--- config.mk ---
export PLATFORM = sky130hd
export DESIGN_NAME = serial_arb_ctrl
export DESIGN_NICKNAME = d
export VERILOG_FILES = /design/src/rtl/serial_arb_pkg.sv /design/src/rtl/rr_arb2.sv /design/src/rtl/serial_arb_ctrl.sv
export SDC_FILE = /design/constraint.sdc
export NUM_CORES = 1
export LEC_CHECK = 0
export ABC_CLOCK_PERIOD_IN_PS = 2500
export CAP_MARGIN = 20
export CORE_ASPECT_RATIO = 0.6
export CORE_MARGIN = 2
export CORE_UTILIZATION = 55
export CTS_BUF_LIST = sky130_fd_sc_hd__clkbuf_4 sky130_fd_sc_hd__clkbuf_8
export DETAILED_ROUTE_END_ITERATION = 6
export DONT_BUFFER_PORTS = 1
export PLACE_DENSITY = 0.8
export SLEW_MARGIN = 10
export SYNTH_ARGS = -nofsm -noshare
export SYNTH_HDL_FRONTEND = slang
export SYNTH_SLANG_ARGS = --single-unit
--- constraint.sdc ---
create_clock -name clk -period 2.5 [get_ports clk]
set_clock_uncertainty 0.2 [all_clocks]
set_input_delay 0.125 -clock clk [delete_from_list [all_inputs] [get_ports clk]]
set_output_delay 0.125 -clock clk [all_outputs]
set_load 0.01 [all_outputs]
--- src/rtl/serial_arb_pkg.sv ---
// Shared types and defaults for the two-requester serial transfer arbiter.
package serial_arb_pkg;

  typedef enum logic [1:0] {
    IDLE  = 2'd0,
    SHIFT = 2'd1,
    DRAIN = 2'd2,
    DONE  = 2'd3
  } state_t;

  localparam int DEF_WIDTH = 8;
  localparam int DEF_DELAY = 3;

endpackage

--- src/rtl/rr_arb2.sv ---
// Two-way round-robin winner select; remembers the last served requester.
module rr_arb2
  import serial_arb_pkg::*;
(
  input  logic       clk,
  input  logic       rst_n,
  input  logic [1:0] req,
  input  logic       upd,
  input  logic       served,
  output logic       win
);

  logic last;

  // last=1 after reset so requester 0 is favoured
  always_ff @(posedge clk or negedge rst_n) begin
    if (!rst_n) begin
      last <= 1'b1;
    end else if (upd) begin
      last <= served;
    end
  end

  assign win = (&req) ? ~last : req[1];

endmodule

--- src/rtl/serial_arb_ctrl.sv ---
// Arbitrates two requesters onto one serial d->q chain and reassembles the word.
// Optional SERIAL_ARB_CHECK_EN adds err: loopback word differs from sent word.
module serial_arb_ctrl
  import serial_arb_pkg::*;
#(
  parameter int WIDTH = DEF_WIDTH,
  parameter int DELAY = DEF_DELAY
) (
`ifdef SERIAL_ARB_CHECK_EN
  output logic             err,
`endif
  input  logic             clk,
  input  logic             rst_n,
  input  logic [1:0]       req,
  input  logic [WIDTH-1:0] word0,
  input  logic [WIDTH-1:0] word1,
  output logic [1:0]       gnt,
  output logic [1:0]       done,
  output logic [WIDTH-1:0] rx_word,
  output logic             d_out,
  input  logic             q_in,
  output logic             busy
);

  localparam int CW = $clog2(WIDTH + DELAY + 1);
  localparam logic [CW-1:0] LAST_SH = CW'(WIDTH - 1);
  localparam logic [CW-1:0] LAST_DR = CW'(WIDTH + DELAY - 1);
  localparam logic [CW-1:0] CAP0 = CW'(DELAY);

  state_t           state, nxt;
  logic [CW-1:0]    cnt;
  logic [WIDTH-1:0] word_q;
  logic [WIDTH-1:0] word_sh;
  logic [WIDTH-1:0] rx_sh;
  logic             owner;
  logic             win;

  rr_arb2 u_arb (
    .clk    (clk),
    .rst_n  (rst_n),
    .req    (req),
    .upd    (state == DONE),
    .served (owner),
    .win    (win)
  );

  assign word_sh = word_q >> cnt;

  // capture shifts in from the top so the first bit ends at the LSB
  always_comb begin
    rx_sh = rx_word >> 1;
    rx_sh[WIDTH-1] = q_in;
  end

  always_ff @(posedge clk or negedge rst_n) begin
    if (!rst_n) begin
      state   <= IDLE;
      cnt     <= '0;
      word_q  <= '0;
      owner   <= 1'b0;
      rx_word <= '0;
    end else begin
      state <= nxt;
      if (state == IDLE && req != 2'b00) begin
        word_q <= win ? word1 : word0;
        owner  <= win;
        cnt    <= '0;
      end else if (state == SHIFT || state == DRAIN) begin
        cnt <= cnt + 1'b1;
        if (cnt >= CAP0) begin
          rx_word <= rx_sh;
        end
      end
    end
  end

  always_comb begin
    nxt   = state;
    d_out = 1'b0;
    gnt   = 2'b00;
    done  = 2'b00;
    busy  = (state != IDLE);
    unique case (state)
      IDLE: begin
        if (req != 2'b00) nxt = SHIFT;
      end
      SHIFT: begin
        d_out = word_sh[0];
        if (cnt == '0) gnt = owner ? 2'b10 : 2'b01;
        if (cnt == LAST_SH) nxt = DRAIN;
      end
      DRAIN: begin
        if (cnt == LAST_DR) nxt = DONE;
      end
      DONE: begin
        done = owner ? 2'b10 : 2'b01;
        nxt  = IDLE;
      end
      default: nxt = IDLE;
    endcase
  end

`ifdef SERIAL_ARB_CHECK_EN
  assign err = (state == DONE) && (rx_word != word_q);
`endif

endmodule

# ---- After elaboration in Yosys (flattened, before gate mapping)
# Index checks and enable logic that the tools add are counted.
dict set report totals {
  reg_bits 24
  input_bits 21
}
dict set report classes {
  reduce_logical 10
  magnitude_cmp 1
  shift 1
  n_bitwise 2
  n_mux 13
  n_eq_ne 8
  addsub 1
}
# operator count
set ops {}
lappend ops {{2-bit 2-to-1 mux} 7}
lappend ops {{4-bit 2-to-1 mux} 2}
lappend ops {{8-bit 2-to-1 mux} 1}
lappend ops {{2-bit one-hot mux with 4 select lines} 1}
lappend ops {{8-bit by 4-bit >> shifter with 1-bit output} 1}
lappend ops {{2-bit by 1-bit != test with 1-bit output (second input constant)} 3}
lappend ops {{3-bit AND reduction} 2}
lappend ops {{2-bit nonzero test} 3}
lappend ops {{4-bit by 1-bit adder with 4-bit output (second input constant)} 1}
lappend ops {{2-bit == test (second input constant)} 2}
lappend ops {{4-bit by 3-bit == test with 1-bit output (second input constant)} 1}
lappend ops {{4-bit == test (second input constant)} 1}
lappend ops {{4-bit by 2-bit >= comparator with 1-bit output (second input constant)} 1}
lappend ops {{4-bit zero test} 1}
lappend ops {{2-bit by 1-bit == test with 1-bit output (second input constant)} 1}
lappend ops {{2-bit zero test} 1}
lappend ops {{1-bit 2-to-1 mux} 2}
lappend ops {{1-bit inverter} 2}
lappend ops {{2-bit AND reduction} 1}
lappend ops {{1-bit logical AND} 1}
lappend ops {{1-bit logical OR} 1}

# ---- Logic depth before layout (Yosys ltp)
dict set report logic_depth {
  ltp_word 4
  depth_mapped 6
}

# ---- Modules after synthesis
# From an unflattened synthesis, not the netlist that was laid out.
dict set report unflattened {
  cells_unflattened 108
  hier_area_um2 1290.0
}
# module area_per_inst_um2 instances cells_each
set by_module_without_submodules {}
lappend by_module_without_submodules {serial_arb_ctrl 1241.2 1 105}
lappend by_module_without_submodules {rr_arb2 48.8 1 3}

# ---- Worst setup path after synthesis
# No wires, ideal clock.
dict set report synth_timing {
  path_type {reg2reg}
  startpoint {register state[0]}
  endpoint {register rx_word[0]}
  setup_time_ns 0.125
  n_path_buf 2
  t_required_ns 2.175
  path_stages_with_launch 7
  slack_ns 0.641
  arrival_time_ns 1.533
  path_cell_list {dfrtp_1 > inv_1 > ha_1 > clkbuf_1 > o311a_1 > buf_6 > mux2_4}
}
dict set report synth_between {
  elab_chain_cells 4
  elab_cells_between_ends 7
  classes_between {2 x eq/ne; 1 x bitwise; 4 x reduce/logical}
}
# element line
set synth_lines {}
lappend synth_lines {{from (decl)} serial_arb_ctrl.sv:30} ;# state_t state, nxt;
lappend synth_lines {{from (signal assigned)} serial_arb_ctrl.sv:63} ;# state <= nxt;
lappend synth_lines {{2-bit zero test} serial_arb_ctrl.sv:64} ;# if (state == IDLE && req != 2'b00) begin
lappend synth_lines {{1-bit logical AND} serial_arb_ctrl.sv:64}
lappend synth_lines {{1-bit inverter (no source line)} -}
lappend synth_lines {{3-bit AND reduction (no source line) *} -}
lappend synth_lines {{to (signal assigned)} serial_arb_ctrl.sv:71} ;# rx_word <= rx_sh;
lappend synth_lines {{to (decl)} serial_arb_ctrl.sv:19} ;# output logic [WIDTH-1:0] rx_word,
# Mark *: on every way between the ends. The rest lies on a longest branch, timed or not.
# A chain may end at the register's enable or synchronous reset.

# ---- Worst setup path after layout
dict set report layout_timing {
  startpoint {register state[0]}
  endpoint {register rx_word[1]}
}
# Same word-level chain as after synthesis.

==> summary.txt <==
Outcome
  – Status: complete, no violations

Hold path
  – WHS Path Cells: 2
  – Hold WC Path Type: in -> reg
  – Worst hold endpoint: owner$_DFFE_PN0P_
  – Startpoint of the worst hold path: req[0]

Cells and area
  – Fin util: 72.5%
  – Nets: 159
  – Commonest non-fill, non-tap cell in the layout: dfrtp_1
  – Final Instance Area: 1590 um2
  – Cell Count, Final, Fillers Out: 160
  – Fillers: 166
  – Antenna Cells: 0
  – Synth-to-Final Area Change: 22.3%
  – Layout cells sized above 1: 15.4%
  – Most frequent cells in the layout: dfrtp_1, dlygate4sd3_1, nand2_1

GRT
  – First-pass GRT wire length: 4.41 mm
  – Remaining global-route overflow: 0
  – Vias in the first global route: 930
  – Gr usage total: 21.7%
  – Initial antenna violation count: 0
  – Largest net degree at the start of global routing: 25

STA
  – Period utilization: 90.2%
  – Slew Limit Fails: 0
  – Fmax: 443 MHz
  – RSZ-0062 raised after global routing: false
  – Hold Fails Final Rpt: 0
  – Slew HR: 61.3%
  – Final worst path period need: 2.26 ns
  – Final setup fails: 0
  – Least-Margin Pin Slew: 0.578 ns
  – Setup_tns: 0 ns

Logic synthesis
  – YS warnings: 0
  – Synth Area in Adders: 6.73%
  – Avg Synthesized Cell Area: 12.0 um2
  – Register area share after synthesis: 46.3%
  – Mapped Cells: 108
  – Cell taking the most area after synthesis: dfrtp_1
  – Post-synth net total: 136
  – Multiplexer share of the synthesized area: 21.3%
  – Distinct cells, synth: 32
  – Compound-gate portion of the synthesized area: 8.08%
  – Largest family of logic cells by synthesized area: multiplexers
  – Share of the synthesized area in the top cell type: 44.2%
  – Flops & latches, synth: 24
  – Simple-gate area share of the yosys netlist: 11.4%
  – Area contributors post-synth: dfrtp_1, mux2_4, mux2i_1
  – Xor-xnor portion of the synthesized cell area: 2.02%
  – Mapped cell area: 1300 um2

Drt
  – Routed wire length: 2.98 mm
  – First drt pass iteration count: 4
  – 1st-iter DRT viols: 96
  – Drc violations: 0
  – Vias: 904
  – ANT nets after route: 0
  – Vias per cell: 5.65
  – Wirelength per Cell: 18.6 um

Worst setup path
  – Crit-path max FO: 18
  – Crit start category: flip-flop
  – CP arrival: 2.21 ns
  – Worst reg2reg endpoint: rx_word[1]$_DFFE_PN0P_
  – Crit Path Category: reg -> reg
  – Reg-to-Reg Start: state[0]$_DFFE_PN0P_
  – FF-to-FF path depth: 5
  – R2R Setup Slk: 0.24 ns
  – Critical Path RT: 2.46 ns
  – Worst Setup End Kind: flip-flop

Die
  – Die Height: 41.7 um
  – Row cnt: 13
  – Initial Utilization: 59.3%
  – I/O pins: 35
  – Core area: 2200 um2
  – Area of the die: 2780 um2
  – Die W: 66.8 um

Clocking
  – Largest buffer count on any clock path: 2
  – Clk root buf: clkbuf_8
  – Post-CTS resize count: 0
  – CTS Sinks: 24
  – CTS tree: yes
  – Clock-pin slew on the worst setup and hold paths: 0.08 ns
  – Clock H-tree levels: 1
  – Total CTS buffers: 3
  – Clock latency on the worst-skew pair: 0.27 ns
  – Postcts setup bufs: 0

Power
  – Leak Pwr: 0.757 nW
  – Tot Pwr: 1.95 mW
  – Pwr per Cell Area: 1220 nW/um2
  – Peak supply drop: 0.699 mV

Placed design
  – Placed inst area: 1300 um2
  – Final HPWL DP: 1.87 mm
  – Final GP Congestion: 0.874
  – Buffers added on ports: 0
  – # placed instances: 133

Job
  – Max_cap viols: 0
Yosys cell counts:
cell,n
a211oi_1,1
a21boi_1,1
nand3_1,1
mux2_2,1
mux4_2,2
buf_6,2
nand3b_4,1
mux2_4,8
nand2_1,11
ha_1,7
nor2_1,6
dfstp_2,1
clkbuf_1,2
dfrtp_1,23
a22o_1,1
xnor2_1,1
nand3b_1,2
o311a_1,1
nor2b_1,2
o21ai_4,1
o21ai_1,8
a221o_1,1
mux2i_1,9
buf_2,1
nand4_1,1
xor2_1,2
nor3b_1,2
and2_1,1
nor3_1,1
mux2_1,1
a21oi_1,1
inv_1,5
registers in the layout, summed over array words and instances, names as in the netlist:
| name | count |
|---|---|
| state | 2 |
| word_q | 8 |
| rx_word | 8 |
| owner | 1 |
| u_arb.last | 1 |
| cnt | 4 |
critical path: stages (launching register included):
cell and delay, ns:
dfrtp_1 0.39, inv_1 0.10, ha_1 0.29, o21ai_4 0.21, o311a_1 0.59, mux2_4 0.35
layout make-up:
| type | instances | area [um2] | area share [%] |
|---|---|---|---|
| multi-input combinational | 74 | 646 | 40.6 |
| clock buffer | 4 | 55.1 | 3.46 |
| timing repair buffer | 23 | 233 | 14.6 |
| sequential | 24 | 602 | 37.8 |
| tap | 30 | 37.5 | 2.36 |
| inverter | 5 | 18.8 | 1.18 |
power breakdown:
part	internal, mW	total (mW)	switching (mW)
Clock	0.141	0.262	0.122
Sequential	0.583	0.800	0.217
Combinational	0.470	0.883	0.413
worst max path at each step:
stage / from / endpoint
after floorplan: state[0]$_DFFE_PN0P_ / rx_word[0]$_DFFE_PN0P_
final: state[0]$_DFFE_PN0P_ / rx_word[1]$_DFFE_PN0P_
after global routing: state[0]$_DFFE_PN0P_ / rx_word[1]$_DFFE_PN0P_
after CTS: u_arb.last$_DFFE_PN1N_ / word_q[2]$_DFFE_PN0P_
after detailed placement: state[0]$_DFFE_PN0P_ / rx_word[1]$_DFFE_PN0P_
after global placement: state[0]$_DFFE_PN0P_ / rx_word[0]$_DFFE_PN0P_
layer usage:
layer | GRT usage [%] | wire length, um | share of wire (%)
met5 | 0 | 0 | 0
met4 | 8.57 | 63 | 2.1
met3 | 5.15 | 126 | 4.2
met1 | 26.2 | 1280 | 43
met2 | 37.4 | 1510 | 51
what timing repair did:
item	4_1_cts	5_1_grt
hold endpoints to repair	37	0
hold buffers	21	0
setup endpoints to repair	0	0
kinds of logic after synthesis:
logic type / after synthesis
adders and majority gates: 7
xor gates and xnor gates: 3
AOI/OAI and AO/OA: 15
buffers and inverters: 10
muxes: 21
DFF: 24
and+or+nand+nor: 28
per-stage QoR:
step | worst slack, ns | hold slack, ns
global placement | 0.406 | -0.370
detailed placement | 0.272 | -0.370
CTS | 0.0354 | 0.109
finish | 0.244 | 0.0241
floorplan | 0.641 | -0.371
global route | 0.134 | 0.0251
Power figures use the tool's default switching activity.
